--- config.mk ---
export PLATFORM = sky130hd
export DESIGN_NAME = omsp_hmac_driver
export DESIGN_NICKNAME = d
export VERILOG_FILES = /design/src/rtl/omsp_hmac_driver.sv
export SDC_FILE = /design/constraint.sdc
export NUM_CORES = 1
export LEC_CHECK = 0
export ABC_AREA = 0
export CAP_MARGIN = 25
export CORE_ASPECT_RATIO = 1.75
export CORE_MARGIN = 2
export CORE_UTILIZATION = 30
export DETAILED_ROUTE_END_ITERATION = 16
export GPL_TIMING_DRIVEN = 1
export HOLD_SLACK_MARGIN = 0.08
export MAX_ROUTING_LAYER = met4
export PLACE_DENSITY_LB_ADDON = 0.2
export SLEW_MARGIN = 20
export SYNTH_ARGS = -nofsm -noshare
export SYNTH_HDL_FRONTEND = slang
export SYNTH_SLANG_ARGS = --single-unit
export TNS_END_PERCENT = 30
--- constraint.sdc ---
create_clock -name clk -period 3.55 [get_ports clk]
set_input_delay 0.355 -clock clk [delete_from_list [all_inputs] [get_ports clk]]
set_output_delay 0.355 -clock clk [all_outputs]
set_load 0.02 [all_outputs]
--- src/rtl/omsp_hmac_driver.sv ---
// Fetches a message buffer, streams it into the 16-bit HMAC wrapper and optionally writes the MAC back.
// Latency: one wrapper request per message word plus MAC_WORDS read-back requests; busy from the cycle after cmd_start.
// Backpressure: every wrapper request waits for hmac_busy to drop; memory writes are always accepted.
module omsp_hmac_driver #(
    parameter int MAC_WORDS = 8,
    parameter int ADDR_W    = 16
) (
    input  logic              clk,
    input  logic              reset_n,
    input  logic              cmd_start,
    input  logic              cmd_final,
    input  logic [7:0]        cmd_hdr,
    input  logic [ADDR_W-1:0] src_addr,
    input  logic [15:0]       src_len,
    input  logic [ADDR_W-1:0] dst_addr,
    output logic [ADDR_W-1:0] mem_addr,
    output logic              mem_rd,
    input  logic [15:0]       mem_rdata,
    output logic              mem_wr,
    output logic [15:0]       mem_wdata,
    output logic              hmac_start_continue,
    output logic              hmac_data_available,
    output logic              hmac_data_is_long,
    output logic [15:0]       hmac_data_in,
    input  logic [15:0]       hmac_data_out,
    input  logic              hmac_busy,
    output logic              busy,
    output logic              done
);

    localparam int CNT_W = $clog2(MAC_WORDS + 1);

    typedef enum logic [3:0] {
        IDLE, INIT_REQ, INIT_WAIT, RD_REQ, RD_DATA, IN_REQ, IN_WAIT,
        OUT_REQ, OUT_WAIT, WR, DONE
    } state_t;

    state_t             state, state_nxt;
    logic               armed;
    logic               init_done;
    logic [7:0]         hdr_q;
    logic               fin_q;
    logic [ADDR_W-1:0]  ptr;
    logic [ADDR_W-1:0]  dst_q;
    logic [15:0]        bytes_left;
    logic [CNT_W-1:0]   word_cnt;
    logic [15:0]        rdata_q;
    logic [15:0]        out_q;

    logic               in_wait;
    logic               wait_done;
    logic               is_long;
    logic [15:0]        step;
    logic [15:0]        bytes_after;

    // armed is clear in a wait state's entry cycle, so busy is never sampled there
    assign in_wait     = (state == INIT_WAIT) || (state == IN_WAIT) || (state == OUT_WAIT);
    assign wait_done   = in_wait && armed && !hmac_busy;
    assign is_long     = (bytes_left >= 16'd2);
    assign step        = is_long ? 16'd2 : 16'd1;
    assign bytes_after = bytes_left - step;

    always_ff @(posedge clk or negedge reset_n) begin
        if (!reset_n) begin
            state <= IDLE;
            armed <= 1'b0;
        end else begin
            state <= state_nxt;
            armed <= in_wait && (state_nxt == state);
        end
    end

    always_ff @(posedge clk or negedge reset_n) begin
        if (!reset_n) begin
            init_done  <= 1'b0;
            hdr_q      <= '0;
            fin_q      <= 1'b0;
            ptr        <= '0;
            dst_q      <= '0;
            bytes_left <= '0;
            word_cnt   <= '0;
            rdata_q    <= '0;
            out_q      <= '0;
        end else begin
            case (state)
                IDLE: if (cmd_start) begin
                    hdr_q      <= cmd_hdr;
                    fin_q      <= cmd_final;
                    ptr        <= src_addr;
                    dst_q      <= dst_addr;
                    bytes_left <= src_len;
                    word_cnt   <= '0;
                end
                INIT_WAIT: if (wait_done) init_done <= 1'b1;
                RD_DATA:   rdata_q <= mem_rdata;
                IN_WAIT: if (wait_done) begin
                    bytes_left <= bytes_after;
                    ptr        <= ptr + ADDR_W'(2);
                end
                OUT_WAIT: if (wait_done) out_q <= hmac_data_out;
                WR:        word_cnt <= word_cnt + 1'b1;
                default: ;
            endcase
        end
    end

    always_comb begin
        state_nxt           = state;
        mem_addr            = '0;
        mem_rd              = 1'b0;
        mem_wr              = 1'b0;
        mem_wdata           = '0;
        hmac_start_continue = 1'b0;
        hmac_data_available = 1'b0;
        hmac_data_is_long   = 1'b0;
        hmac_data_in        = '0;
        busy                = (state != IDLE) && (state != DONE);
        done                = (state == DONE);
        case (state)
            IDLE: if (cmd_start) begin
                if (!init_done)          state_nxt = INIT_REQ;
                else if (src_len != '0)  state_nxt = RD_REQ;
                else if (cmd_final)      state_nxt = OUT_REQ;
                else                     state_nxt = DONE;
            end
            INIT_REQ, INIT_WAIT: begin
                hmac_start_continue = (state == INIT_REQ);
                hmac_data_available = 1'b1;
                hmac_data_in        = {8'h00, hdr_q};
                if (state == INIT_REQ)        state_nxt = INIT_WAIT;
                else if (wait_done) begin
                    if (bytes_left != '0)     state_nxt = RD_REQ;
                    else if (fin_q)           state_nxt = OUT_REQ;
                    else                      state_nxt = DONE;
                end
            end
            RD_REQ: begin
                mem_rd    = 1'b1;
                mem_addr  = ptr;
                state_nxt = RD_DATA;
            end
            RD_DATA: state_nxt = IN_REQ;
            IN_REQ, IN_WAIT: begin
                hmac_start_continue = (state == IN_REQ);
                hmac_data_available = 1'b1;
                hmac_data_is_long   = is_long;
                hmac_data_in        = is_long ? {rdata_q[7:0], rdata_q[15:8]} : {8'h00, rdata_q[7:0]};
                if (state == IN_REQ)          state_nxt = IN_WAIT;
                else if (wait_done) begin
                    if (bytes_after != '0)    state_nxt = RD_REQ;
                    else if (fin_q)           state_nxt = OUT_REQ;
                    else                      state_nxt = DONE;
                end
            end
            OUT_REQ: begin
                hmac_start_continue = 1'b1;
                state_nxt           = OUT_WAIT;
            end
            OUT_WAIT: if (wait_done) state_nxt = WR;
            WR: begin
                mem_wr    = 1'b1;
                mem_addr  = dst_q + ADDR_W'({word_cnt, 1'b0});
                mem_wdata = {out_q[7:0], out_q[15:8]};
                state_nxt = (word_cnt == CNT_W'(MAC_WORDS - 1)) ? DONE : OUT_REQ;
            end
            DONE:    state_nxt = IDLE;
            default: state_nxt = IDLE;
        endcase
    end

endmodule
==> results.cfg, run 1 <==
[timing]
fin_worst_skew_ns = 0.01217
hold_viol_final = 0
tns_ns = 0
grt_setup_unrepaired = false
setup_slack_ns = 0.1482
slew_viol_final = 0
setup_viol = 0
max_freq_mhz = 294.0
post-route-period-util_pct = 95.83
tightest_slew_ns = 0.7909
maxSlewHeadroom_pct = 46.87
min_period_ns = 3.402

[global_route]
grt-ovfl-total = 0
track_usage_pct = 19.33
grt_pass1_vias = 5546
grt_max_degree = 55
grt_pass1_wl_mm = 29.42
antenna_found_initial = 0

[finish]
fill_cells = 1981
drive_above_1_share_pct = 11.28
syn2layout_area_growth_pct = 38.15
fin_util_pct = 42.14
layout.nets = 940
antenna_cells = 0
layout.cells.non_filler = 1083

[placement]
dp_slack_ns = 0.09671
gp_congestion = 0.9063
dpl.hpwl_mm = 14.41
io_buffers = 147
placedCellCount = 1067

[detailed_routing]
vias = 5582
first_iter_violations = 191
vias_per_cell = 5.154
highest_layer = met4
met3_length_um = 587
post-route-drc-count = 0
drt_wl_total_mm = 19.03
wl_per_cell_um = 17.57
ant_nets = 0
dr_wl_met2_mm = 10.47
dr.pass1.iters = 5
drt-met1-wl_mm = 7.153

[clocking]
post_cts_buffers = 0
clockBufferDepth = 2
cts_buffers = 9
tritoncts = built
cts_root_buf = clkbuf_16
cts_hold_buf = 0
cts.sinks = 99
h-tree-depth = 3
clk_pin_slew_ns = 0.07
insertion_delay_ns = 0.36

[floorplanning]
start_util_pct = 30.51
fp-row-count = 67
die-area_um2 = 20610
chipHeight_um = 188.4
core_region_area_um2 = 19110
ios = 148
die_width_um = 109.4

[synthesis]
synth-seq-cells = 99
yosys.area.top_type = dfrtp_1
ys_seq_area_share_pct = 42.49
post_synth.cell_area_avg_um2 = 8.562
mappedNetlistArea_um2 = 5831
synthArstFlopShare_pct = 100.0
syn_inst = 681
yosysUniqueCellTypes = 65
synth_edf_count = 0
synth_top_area_share_pct = 42.49
synth_flop_cell = dfrtp_1
ys_warn_count = 0
syn-num-nets = 784
synthTopCellsByArea = dfrtp_1 (42%), nand2_1 (9.5%), mux2_2 (6.2%), o21ai_0 (4.6%), a21oi_1 (3.4%)

[min_path]
hold_path.class = input port to async pin

[worst_setup_path]
reg2reg_slack_ns = 0.15
setup.worst_path.class = flop to output port
cp-end-kind = output port
startpoint_type = flop
r2r-start = bytes_left[5]$_DFFE_PN0P_
worstRegToRegCells = 13
required_ns = 3.19
rr_endpoint = armed$_DFF_PN0_
cp_max_fo = 6
critical_path_arrival_ns = 3.05

[run_status]
status = finished, final reports clean

[power_and_ir_drop]
power_density_nw_per_um2 = 747.4
p_leak_nw = 3.456
ir_drop_mv = 0.5230

[job]
cap_viol_max_count = 0
[kinds of logic after synthesis]
family / Yosys count / synth area share (%)
simple gates: 305 / 24.76
compound gates: 158 / 16.57
flops: 99 / 42.49
buf+inv: 52 / 3.605
mux: 43 / 8.069
xor+xnor: 14 / 2.103
fa+ha+maj: 10 / 2.404
[synthesized netlist by cell type (all sizes together) (3+ instances only)]
| library cell | instances |
|---|---|
| nand2 | 147 |
| dfrtp | 99 |
| o21ai | 56 |
| nor2 | 42 |
| a21oi | 40 |
| mux2 | 32 |
| and2 | 28 |
| clkbuf | 26 |
| nor3 | 20 |
| inv | 17 |
| nand3 | 14 |
| mux2i | 11 |
| nand4 | 11 |
| a31oi | 10 |
| nand2b | 10 |
| o22ai | 10 |
| nor4 | 9 |
| buf | 8 |
| ha | 8 |
| xor2 | 8 |
| and3 | 7 |
| a211oi | 6 |
| xnor2 | 6 |
| a22o | 4 |
| nor2b | 4 |
| or2 | 4 |
| a21o | 3 |
| a22oi | 3 |
| a32oi | 3 |
| or4 | 3 |
[layout make-up]
| type | instances | area, µm² | area share (%) |
|---|---|---|---|
| Tap cell | 241 | 301.5 | 3.743 |
| Multi-Input combinational cell | 530 | 3181 | 39.48 |
| Sequential cell | 99 | 2477 | 30.75 |
| Clock inverter | 3 | 46.29 | 0.5747 |
| Timing Repair Buffer | 179 | 1730 | 21.48 |
| Clock buffer | 13 | 250.2 | 3.107 |
| Inverter | 18 | 68.82 | 0.8543 |
[worst max path at each step]
stage	start	to	slack, ns	depth (start not counted)
after global routing	bytes_left[5]$_DFFE_PN0P_	armed$_DFF_PN0_	0.02	13
after floorplan	bytes_left[10]$_DFFE_PN0P_	armed$_DFF_PN0_	0.03	15
after global placement	bytes_left[5]$_DFFE_PN0P_	armed$_DFF_PN0_	0.17	13
final	word_cnt[1]$_DFFE_PN0P_	mem_addr[14]	0.15	10
after CTS	word_cnt[0]$_DFFE_PN0P_	mem_addr[15]	0.009	11
after detailed placement	bytes_left[5]$_DFFE_PN0P_	armed$_DFF_PN0_	0.1	13
[through the flow]
step                power (W)  cell area (µm²)  hold slack, ns
CTS                  0.006061             8030         0.08575
floorplan            0.003808             5848         0.05941
finish               0.006020             8055         0.06681
global route         0.006461             8055          0.1195
detailed placement   0.005008             7735          0.4673
global placement     0.004990             7735          0.4616
[flip-flops by register name, summed over array words and instances, names as in the netlist]
register,cells
out_q,16
ptr,16
dst_q,16
hdr_q,8
armed,1
word_cnt,4
fin_q,1
rdata_q,16
bytes_left,16
state,4
init_done,1
[power by group]
group          internal [W]  total [W]  switching (W)
registers           0.00160    0.00205       0.000445
clock network      0.000570    0.00101       0.000442
logic               0.00129    0.00296        0.00166
total               0.00347    0.00602        0.00255
[layer usage]
layer / global-route usage (%) / up-vias
met1: 20.52 / 2668
met2: 34.47 / 153
met5: - / -
met4: 9.153 / 0
met3: 2.629 / 46
li1: - / 2715
[timing repair]
action                                  4_1_cts  5_1_grt
resized for setup                             1        7
hold endpoints to repair                      0        0
endpoints found under the setup margin        1        5
[worst max-delay path: stages (launching register included)]
cell             delay, ns
dfrtp_1               0.45
ha_1                  0.30
a21o_1                0.18
a21oi_1               0.21
nor2b_1               0.07
o21ai_0               0.14
buf_4                 0.16
nor3_1                0.06
xnor2_1               0.11
o21ai_0               0.33
clkdlybuf4s50_1       0.69
[placed cells by master (no fill, tap or decap), types with 3 or more instances in the layout]
master	instances
and2_1	27
or4_1	3
nor3_1	17
a31oi_1	10
nor4_1	6
nand2b_1	10
clkdlybuf4s50_1	141
inv_1	17
o21ai_0	54
and3_1	6
buf_4	32
dlymetal6s2s_1	4
dfrtp_1	99
o22ai_1	10
mux2i_1	11
a32oi_1	3
a21oi_1	40
a22o_1	4
a22oi_1	3
nand2_1	147
nor2b_1	4
nor2_1	41
clkbuf_16	9
nand3_1	14
mux2_2	32
ha_1	8
clkbuf_1	3
xor2_1	8
xnor2_1	6
nand4_1	11
a211oi_1	5
Note: power is estimated with default switching activity, not from simulation.
==> inputs of run 2 (changes only) <==
- SETUP_SLACK_MARGIN: not set -> 0.1
- SLEW_MARGIN: 20 -> 15
==> run 2 against run 1 <==
  * Non-clock buffer count increased by 4
  * Final area increased by 0.87%
  * First-iteration DRC count increased by 37%
  * Worst hold slack got worse by 0.015 ns
  * Largest power group unchanged
  * Combinational power increased by 3%
  * Maximum frequency increased by 2.7%
  * Setup slack improved by 0.090 ns
  * Critical path depth increased by 3
==> results.cfg, run 2 (same netlist as run 1, synthesis figures left out) <==
[run_status]
status = finished, final reports clean

[clocking]
clk_pin_slew_ns = 0.08
cts.sinks = 99
h-tree-depth = 3
tritoncts = built
cts_buffers = 9
cts_root_buf = clkbuf_16
clockBufferDepth = 2
cts_hold_buf = 0
insertion_delay_ns = 0.36

[timing]
maxSlewHeadroom_pct = 44.59
setup_viol = 0
tns_ns = 0
tightest_slew_ns = 0.8248
min_period_ns = 3.311
grt_setup_unrepaired = false
slew_viol_final = 0
post-route-period-util_pct = 93.28
max_freq_mhz = 302.0
fin_worst_skew_ns = 0.008735
hold_viol_final = 0

[worst_setup_path]
slowest_stage = fa_2
crit_buf_inv = 2
required_ns = 3.81
cp-end-kind = flop
startpoint_type = flop
crit_start = bytes_left[6]$_DFFE_PN0P_
setup.worst_path.class = flop to flop
reg2reg_slack_ns = 0.24
max_stage_delay_ns = 0.44
critPathTopFamily = compound AO/OA/AOI/OAI gates
cp_cell_sequence = nor4_4, nand4_1, inv_2, ha_2, inv_1, fa_2, nor3_4, nand3_2, mux2i_1, o2111a_1, a31o_1, a211o_1, a2111oi_4
cp_max_fo = 5
critical_path_arrival_ns = 3.58
r2r-start = bytes_left[6]$_DFFE_PN0P_

[finish]
drive_above_1_share_pct = 12.77
final_common_cell = nand2_1
final_cell_mix = nand2_1 (147), clkdlybuf4s50_1 (139), dfrtp_1 (98)
stdcell_area_um2 = 8125
antenna_cells = 0
layout.nets = 944
syn2layout_area_growth_pct = 39.36
fill_cells = 1980

[power_and_ir_drop]
ir_drop_mv = 0.5574
power.internal_w = 0.003437
p_sw_share_pct = 43.66
power_frac_comb_pct = 49.8
p_sw_w = 0.002664
power_density_nw_per_um2 = 750.9
p_seq_share_pct = 33.5
pwr-share-clk_pct = 16.7
p_leak_nw = 3.518

[detailed_routing]
wl_per_cell_um = 17.93
dr.pass1.iters = 5
vias = 5530
ant_nets = 0
drt_wl_total_mm = 19.49
post-route-drc-count = 0
first_iter_violations = 262
vias_per_cell = 5.087

[global_route]
antenna_found_initial = 0
grt_pass1_wl_mm = 30.07
grt-ovfl-total = 0
grt_max_degree = 56
grt_pass1_vias = 5585
track_usage_pct = 19.91

[placement]
io_buffers = 147
gp_congestion = 0.9653
dpl.hpwl_mm = 14.86
place_area_um2 = 7751

[min_path]
hold_path.class = input port to async pin

[floorplanning]
fp-row-count = 67
core_region_area_um2 = 19110
ios = 148
chipHeight_um = 188.4
die_width_um = 109.4
start_util_pct = 30.51
die-area_um2 = 20610

[job]
cap_viol_max_count = 0
[run 2: changes by cell type in the layout (fill, tap and decap cells not counted), sizes merged, moves of 2 or more]
cell           delta
buf               +4
clkbuf            -4
clkinv            +2
dlymetal6s2s      +2
clkdlybuf4s50     -2
inv               +4
[run 2: area by class of cell]
type	count	area (µm²)	area share, %
tap	241	301.5	3.711
inverter	18	68.82	0.8469
timing repair buffer	183	1765	21.73
clock inverter	7	78.83	0.9701
clock buffer	9	225.2	2.772
multi-input combinational	530	3207	39.47
sequential	99	2479	30.51
[run 2: worst register-to-register path: stages (launching register included)]
cell	delay [ns]
dfrtp_1	0.41
nor4_4	0.34
nand4_1	0.24
inv_2	0.11
ha_2	0.18
inv_1	0.06
fa_2	0.44
nor3_4	0.21
nand3_2	0.11
mux2i_1	0.17
o2111a_1	0.15
a31o_1	0.20
a211o_1	0.29
a2111oi_4	0.28
[run 2: repair_timing]
item,4_1_cts,5_1_grt
endpoints found under the setup margin,2,11
pin swaps,0,6
hold endpoints to repair,0,0
buffers inserted,0,3
resized for setup,1,15
[run 2: path summary, 6_finish.rpt]
check,depth (start not counted),end
setup / recovery,13,armed$_DFF_PN0_
hold / removal,1,out_q[3]$_DFFE_PN0P_
setup reg to reg,13,armed$_DFF_PN0_
hold reg to reg,2,hdr_q[4]$_DFFE_PN0P_
max in group asynchronous,2,dst_q[5]$_DFFE_PN0P_
min in group clk,2,hdr_q[4]$_DFFE_PN0P_
[run 2: power by group through the flow]
stage,sequential (W),combinational (W),clock (W)
floorplan,0.00194,0.00188,0
detailed placement,0.00206,0.00299,0
global placement,0.00205,0.00299,0
global route,0.00212,0.00332,0.00109
finish,0.00204,0.00304,0.00102
CTS,0.00204,0.00301,0.00105
[run 2: stage by stage]
| step | cells | total power, W | hold WS (ns) | setup slack [ns] | utilization (%) |
|---|---|---|---|---|---|
| 2_1_floorplan | 681 | 0.003818 | 0.05941 | 0.1235 | - |
| 3_3_place_gp | 1068 | 0.005038 | 0.4592 | 0.2074 | 40.55 |
| 3_5_place_dp | 1068 | 0.005050 | 0.4647 | 0.1707 | 40.55 |
| 4_1_cts | 1084 | 0.006095 | 0.08388 | 0.07310 | 42.14 |
| 5_1_grt | 1087 | 0.006533 | 0.1195 | 0.08392 | 42.51 |
| 6_report | 1087 | 0.006101 | 0.05179 | 0.2386 | 42.51 |
[run 2: routing by layer]
metal	vias up	share of wire [%]	GRT usage, %
li1	2720	-	-
met2	147	56	35.83
met3	37	3.3	2.456
met4	0	3.5	8.909
met1	2626	38	21.23
met5	-	0	-
